$ cat config.mk
export PLATFORM = sky130hd
export DESIGN_NAME = fetch_sequencer
export DESIGN_NICKNAME = d
export VERILOG_FILES = /design/src/rtl/fetch_pkg.sv /design/src/rtl/pc_next_calc.sv /design/src/rtl/fetch_sequencer.sv
export SDC_FILE = /design/constraint.sdc
export NUM_CORES = 1
export LEC_CHECK = 0
export CORE_ASPECT_RATIO = 1.25
export CORE_MARGIN = 3
export CORE_UTILIZATION = 46
export CTS_BUF_LIST = sky130_fd_sc_hd__clkbuf_8
export DETAILED_ROUTE_END_ITERATION = 8
export PLACE_DENSITY = 0.83
export SYNTH_ARGS = -nofsm -noshare
export SYNTH_HDL_FRONTEND = slang
export SYNTH_SLANG_ARGS = --single-unit
$ cat constraint.sdc
create_clock -name clk -period 3.6 [get_ports clk]
set_input_delay 0.72 -clock clk [delete_from_list [all_inputs] [get_ports clk]]
set_output_delay 0.72 -clock clk [all_outputs]
set_load 0.01 [all_outputs]
$ cat src/rtl/fetch_pkg.sv
// Shared types and default sizing for the fetch sequencer and its PC arithmetic.
package fetch_pkg;

    typedef enum logic [1:0] {
        IDLE   = 2'd0,
        RUN    = 2'd1,
        HALTED = 2'd2,
        FAULT  = 2'd3
    } fetch_state_t;

    localparam int unsigned IMEM_DEPTH_DEFAULT = 4096;
    localparam int unsigned PC_W_DEFAULT       = 32;

endpackage

$ cat src/rtl/pc_next_calc.sv
// Combinational next-PC selection (hold / branch / increment) with an out-of-range flag.
module pc_next_calc #(
    parameter int unsigned PC_W       = 32,
    parameter int unsigned IMEM_DEPTH = 4096
) (
    input  logic [PC_W-1:0] current_pc,
    input  logic            branch_taken,
    input  logic [PC_W-1:0] branch_target,
    input  logic            stall,
    output logic [PC_W-1:0] next_pc,
    output logic            next_illegal
);

    localparam logic [PC_W:0] DEPTH_EXT = (PC_W+1)'(IMEM_DEPTH);

    // One extra bit so that incrementing the all-ones PC cannot wrap into a legal slot.
    logic [PC_W:0] cand;

    always_comb begin
        cand = {1'b0, current_pc} + {{PC_W{1'b0}}, 1'b1};
        if (stall) begin
            cand = {1'b0, current_pc};
        end else if (branch_taken) begin
            cand = {1'b0, branch_target};
        end
        next_pc      = cand[PC_W-1:0];
        next_illegal = (cand >= DEPTH_EXT);
    end

endmodule

$ cat src/rtl/fetch_sequencer.sv
// Run-control FSM and registered PC; one fetch per cycle, stall holds PC, zero-bubble branches.
// Optional FETCH_CYCLE_COUNT_EN adds a saturating run_cycles counter.
module fetch_sequencer
    import fetch_pkg::*;
#(
    parameter int unsigned PC_W       = PC_W_DEFAULT,
    parameter int unsigned IMEM_DEPTH = IMEM_DEPTH_DEFAULT
) (
    input  logic            clk,
    input  logic            reset,
    input  logic            start,
    input  logic [PC_W-1:0] start_pc,
    input  logic            stall,
    input  logic            branch_taken,
    input  logic [PC_W-1:0] branch_target,
    input  logic            halt,
    output logic [PC_W-1:0] current_pc,
    output logic            fetch_valid,
    output logic            done,
    output logic            fault
`ifdef FETCH_CYCLE_COUNT_EN
    ,
    output logic [31:0]     run_cycles
`endif
);

    localparam logic [PC_W:0] DEPTH_EXT = (PC_W+1)'(IMEM_DEPTH);

    fetch_state_t    state_q, state_d;
    logic [PC_W-1:0] pc_q, pc_d;
    logic [PC_W-1:0] next_pc;
    logic            next_illegal;
    logic            start_illegal;
    logic            start_accept;

    pc_next_calc #(
        .PC_W       (PC_W),
        .IMEM_DEPTH (IMEM_DEPTH)
    ) u_pc_next (
        .current_pc    (pc_q),
        .branch_taken  (branch_taken),
        .branch_target (branch_target),
        .stall         (stall),
        .next_pc       (next_pc),
        .next_illegal  (next_illegal)
    );

    assign start_illegal = ({1'b0, start_pc} >= DEPTH_EXT);
    assign start_accept  = (state_q != RUN) && start;

    always_comb begin
        state_d = state_q;
        pc_d    = pc_q;
        case (state_q)
            RUN: begin
                // Halt outranks branch; a faulting next PC leaves the last legal PC in place.
                if (!stall) begin
                    if (halt) begin
                        state_d = HALTED;
                    end else if (next_illegal) begin
                        state_d = FAULT;
                    end else begin
                        pc_d = next_pc;
                    end
                end
            end
            default: begin
                if (start) begin
                    if (start_illegal) begin
                        state_d = FAULT;
                    end else begin
                        state_d = RUN;
                        pc_d    = start_pc;
                    end
                end
            end
        endcase
    end

    always_ff @(posedge clk or posedge reset) begin
        if (reset) begin
            state_q <= IDLE;
            pc_q    <= '0;
        end else begin
            state_q <= state_d;
            pc_q    <= pc_d;
        end
    end

    assign current_pc  = pc_q;
    assign fetch_valid = (state_q == RUN);
    assign done        = (state_q == HALTED) || (state_q == FAULT);
    assign fault       = (state_q == FAULT);

`ifdef FETCH_CYCLE_COUNT_EN
    logic [31:0] cyc_q, cyc_d;

    always_comb begin
        cyc_d = cyc_q;
        if (start_accept) begin
            cyc_d = '0;
        end else if ((state_q == RUN) && (cyc_q != '1)) begin
            cyc_d = cyc_q + 32'd1;
        end
    end

    always_ff @(posedge clk or posedge reset) begin
        if (reset) begin
            cyc_q <= '0;
        end else begin
            cyc_q <= cyc_d;
        end
    end

    assign run_cycles = cyc_q;
`else
    logic unused_start_accept;
    assign unused_start_accept = start_accept;
`endif

endmodule

; ---- After elaboration in Yosys (flattened, before gate mapping)
; Index checks and enable logic that the tools add are counted.
[word_totals]
reg_bits = 34
input_bits = 70
output_inout_bits = 35
wordCells = 31
[classes]
n_lt_le_gt_ge = 2
eq_ne = 8
mux = 14
n_reduce_logical = 4
n_addsub = 1
[ops]
columns = op, n
row1 = 32-bit two-way mux, 6
row2 = 33-bit two-way mux, 2
row3 = "32-bit by 1-bit adder with 33-bit output, second input constant", 1
row4 = "33-bit by 13-bit >= comparator with 1-bit output, second input constant", 1
row5 = "32-bit by 13-bit >= comparator with 1-bit output, second input constant", 1
row6 = 2-bit two-way mux, 6
row7 = "2-bit != test, second input constant", 4
row8 = 5-bit AND reduction, 1
row9 = "2-bit == test, second input constant", 2
row10 = "3-bit by 2-bit != test with 1-bit output, second input constant", 1
row11 = 3-bit AND reduction, 1
row12 = "2-bit by 1-bit == test with 1-bit output, second input constant", 1
row13 = 2-bit nonzero test, 1
row14 = 1-bit logical OR, 1

; ---- Logic depth before layout (Yosys ltp)
[depth]
ltp_word = 8
ltp_mapped = 11
mapped_depth_nobuf = 10

; ---- By module
; From an unflattened synthesis, not the netlist that was laid out.
[hier_totals]
cells_unflattened = 443
hier_area_um2 = 3309.4
[modules_own_cells]
columns = mod, n_inst, seq_area_each_um2, area_per_inst_um2, cells_each
row1 = fetch_sequencer, 1, 850.8, 1793.0, 197
row2 = pc_next_calc, 1, 0.0, 1516.5, 246

; ---- Least setup slack after synthesis
; No wires, ideal clock.
[synth_path]
path_type = register to register
start = register pc_q[15] (netlist: current_pc[15])
end = register pc_q[0] (netlist: current_pc[0])
t_arrival_ns = 2.708
setup_time_ns = 0.125
slack_ns = 0.767
stages_incl_launch_ff = 12
n_path_buf = 2
required_time_ns = 3.475
synth_period_minus_slack_ns = 2.833
path_cell_list = dfrtp_1 clkbuf_1 nand4_1 or2_2 nor4_4 mux2i_1 nand4_1 and3_1 nor4_2 o21ai_2 buf_6 mux2_4
[synth_between]
elab_chain_len = 6
[synth_lines]
columns = item, line
row1 = from (decl), fetch_sequencer.sv:30  ; logic [PC_W-1:0] pc_q, pc_d;
row2 = from (signal assigned), fetch_sequencer.sv:86  ; pc_q <= pc_d;
row3 = 32-bit by 1-bit adder with 33-bit output, pc_next_calc.sv:20  ; cand = {1'b0, current_pc} + {{PC_W{1'b0}}, 1'b1};
row4 = 33-bit two-way mux, pc_next_calc.sv:23  ; end else if (branch_taken) begin
row5 = 33-bit two-way mux (*), pc_next_calc.sv:21  ; if (stall) begin
row6 = 33-bit by 13-bit >= comparator with 1-bit output (*), pc_next_calc.sv:27  ; next_illegal = (cand >= DEPTH_EXT);
row7 = 2-bit != test (no source line) (*), --
row8 = 5-bit AND reduction (no source line) (*), --
; Mark *: on every way between the ends. The rest lies on a longest branch, timed or not.
; A chain may end at the register's enable or synchronous reset.

; ---- Worst setup path after layout
[layout_path]
start = register pc_q[13] (netlist: current_pc[13])
end = register pc_q[2] (netlist: current_pc[2])
; The elaborated chain is that of the path after synthesis.

==> run_results.csv <==
group,metric,value,unit
final_layout,final_cell_mix,"clkdlybuf4s50_1, dfrtp_1, nor2_1",
drt,remaining_drc_errors,0,
sta,layout_min_cycle_time,3.208,ns
worst_hold_path,min_to,"state_q[1]",
critical_path,crit_arrival,3.39,ns
cts,clockRootBuffer,"clkbuf_8",
logic_synthesis,ys_types,57,
cts,cts_setup_buffers,0,
placed_design,place_congestion,0.9940,
drt,vias,3155,
sta,timing.final.ws_setup,0.3922,ns
pwr,p_leak,1.665,nW
logic_synthesis,ys.flop_type,"dfrtp_1",
drt,post_drt_wl_per_cell,18.26,microns
sta,rsz0062_at_grt,"no",
worst_hold_path,holdPathStages,2,
pwr,powerDensity,399.9,nW/um^2
drt,antenna_left,0,
global_routing,grt_pass1_wl,14880,microns
placed_design,dp_hpwl,7186,microns
logic_synthesis,syn_nets,410,
final_layout,finalInstanceArea,4033,sq um
cts,cts.path.max_buffers,2,
logic_synthesis,synth_edf_count,0,
placed_design,pre_cts_slack,0.1505,ns
worst_hold_path,hold_path_class,"flip-flop to flip-flop",
floorplanning,die_width,75.08,microns
drt,wl,9348,microns
final_layout,mostFrequentLayoutCell,"clkdlybuf4s50_1",
cts,htreeDepth,2,
global_routing,globalRouteTotalUtil,27.50,%
logic_synthesis,synthCells,339,
cts,clock_latency,0.30,ns
logic_synthesis,yosysSeqAreaShare,31.01,%
global_routing,antenna_found_initial,0,
global_routing,grt_start_max_net_pins,35,
logic_synthesis,syn-mean-instance-area,8.094,sq um
final_layout,area_delta_synth_final,46.97,%
floorplanning,row_count,30,
sta,maxSlewViolCount,0,
critical_path,cp.required,3.78,ns
critical_path,path_class,"flip-flop to flip-flop",
logic_synthesis,async_flop_share,100.0,%
pwr,ir_drop,0.3128,mV
global_routing,grt-ovfl-total,0,
cts,tritoncts,"done",
logic_synthesis,yosysWarnings,0,
cts,clk_pin_slew_worst_paths,0.08,ns
floorplanning,die_h,92.35,microns
final_layout,fill_cells,424,
placed_design,io_buffers,104,
critical_path,worst_setup_path_end_kind,"flip-flop",
sta,timing.final.crit_share,89.11,%
sta,finalSetupViolCount,0,
sta,skew,0.01043,ns
sta,relSlewSlack,64.36,%
final_layout,nNetsFinal,518,
sta,tightest_slew,0.5332,ns
drt,dr.first_iter.drc_count,191,
critical_path,critPathLaunchType,"flip-flop",
run_status,status,"finished clean",
critical_path,timing.rr.start,"current_pc[13]",
drt,via_per_inst,6.162,
cts,cts.repair.resized,0,
critical_path,rr_worst_depth,10,
sta,finalHoldViolations,0,
floorplanning,start_util,49.06,%
critical_path,r2r_end,"current_pc[2]",
floorplanning,ios,105,
worst_hold_path,min_from,"state_q[1]",
sta,timing.fmax,311.7,MHz
placed_design,dpl_cell_area,3923,sq um
global_routing,grt_pass1_vias,3035,
critical_path,cp_max_fo,22,
logic_synthesis,netlist_area,2744,sq um
cts,cts_hold_buf,0,
floorplanning,fp.dieArea,6934,sq um
critical_path,r2r_slack,0.39,ns
final_layout,final_layout_size_suffix_gt1_share,12.28,%
floorplanning,core-area,5593,sq um
logic_synthesis,ys_seq_elements,34,
drt,firstDrtPassIters,5,
sta,tns,0,ns
cts,cts_buffers,5,
run,cap_viol_max_count,0,
cts,cts_num_sinks,34,
final_layout,diodes,0,
-- per-layer routing --
layer | part of all wire (%) | vias up | GRT usage [%]
met3 | 7.0 | 22 | 2.932
li1 | - | 1469 | -
met2 | 50 | 174 | 46.88
met1 | 40 | 1490 | 34.89
met4 | 2.5 | 0 | 10.09
met5 | 0 | - | 0
-- sequential cells by signal (all words and copies together) (netlist names) --
signal / count
current_pc: 32
state_q: 2
-- final cells by class --
cell class                      instances  area [sq um]  share of cell area, %
Clock buffer                            8         110.1                  2.730
Inverter                               14         52.55                  1.303
Multi-Input combinational cell        270          1750                  43.41
Sequential cell                        34         850.8                  21.10
Tap cell                               64         80.08                  1.986
Timing Repair Buffer                  122          1189                  29.48
-- synth_stat cells (all sizes together), types with 2 or more instances --
cell | number | area share (%)
dfrtp | 34 | 31
a22oi | 4 | 1.1
and2 | 22 | 5.0
clkbuf | 16 | 2.2
inv | 13 | 1.8
nor4b | 2 | 0.87
nand2b | 2 | 0.46
mux2i | 6 | 2.2
nand3 | 18 | 3.3
a21oi | 18 | 3.3
or4 | 2 | 0.55
and3 | 5 | 1.1
xnor2 | 2 | 0.64
a32oi | 2 | 0.64
o22ai | 6 | 1.4
o311a | 2 | 0.73
o21ai | 24 | 4.5
nor2 | 31 | 4.2
o211ai | 3 | 0.82
nand2 | 30 | 4.1
and4 | 4 | 1.3
a31o | 2 | 0.64
buf | 5 | 1.0
o31ai | 4 | 1.1
nor4 | 17 | 5.4
nand3b | 2 | 0.55
a31oi | 6 | 1.4
nor3 | 9 | 1.6
nand4 | 14 | 3.7
or2 | 3 | 0.68
mux2 | 15 | 7.4
-- stage by stage --
stage               hold WS [ns]  cells  power [W]  utilization [%]
floorplan                 0.4686    339  0.0009336                -
global route              0.5923    512   0.001713            72.10
global placement          0.5084    504   0.001258            70.13
CTS                       0.5278    512   0.001620            72.10
detailed placement        0.5128    504   0.001279            70.13
finish                    0.5275    512   0.001613            72.10
-- report_power, final --
| part | switching, W | internal [W] | total [W] |
|---|---|---|---|
| clock | 0.000146 | 0.000193 | 0.000339 |
| sequential | 0.000136 | 0.000451 | 0.000586 |
| combinational | 0.000295 | 0.000392 | 0.000687 |
-- worst max path at each step --
| stage | to | slack [ns] | startpoint |
|---|---|---|---|
| final | current_pc[2] | 0.39 | current_pc[13] |
| after global placement | current_pc[9] | 0.14 | branch_taken |
| after global routing | current_pc[2] | 0.29 | current_pc[0] |
| after CTS | current_pc[2] | 0.43 | branch_target[21] |
| after detailed placement | current_pc[2] | 0.15 | stall |
| after floorplan | current_pc[0] | 0.77 | current_pc[15] |
-- worst max-delay path, stage by stage (launching register included) --
cell	delay [ns]
dfrtp_1	0.53
nand4_4	0.18
nor4b_2	0.54
and4_1	0.37
mux2i_1	0.29
nand4_1	0.11
and3_1	0.21
nor4_2	0.26
o21ai_2	0.11
buf_12	0.18
mux2_4	0.30
-- logic make-up (layout without fill, tap and decap cells) --
family | count (synthesis) | count (layout) | synth area share (%)
AND/OR/NAND/NOR | 165 | 165 | 34.11
AO/OA/AOI/OAI | 80 | 80 | 18.70
buffers and inverters | 35 | 144 | 5.198
flip-flops | 34 | 34 | 31.01
multiplexers | 21 | 21 | 9.576
XOR/XNOR | 3 | 3 | 0.9578
adder cells (fa/ha/maj) | 1 | 1 | 0.4559
Note: power is estimated with default switching activity, not from simulation.
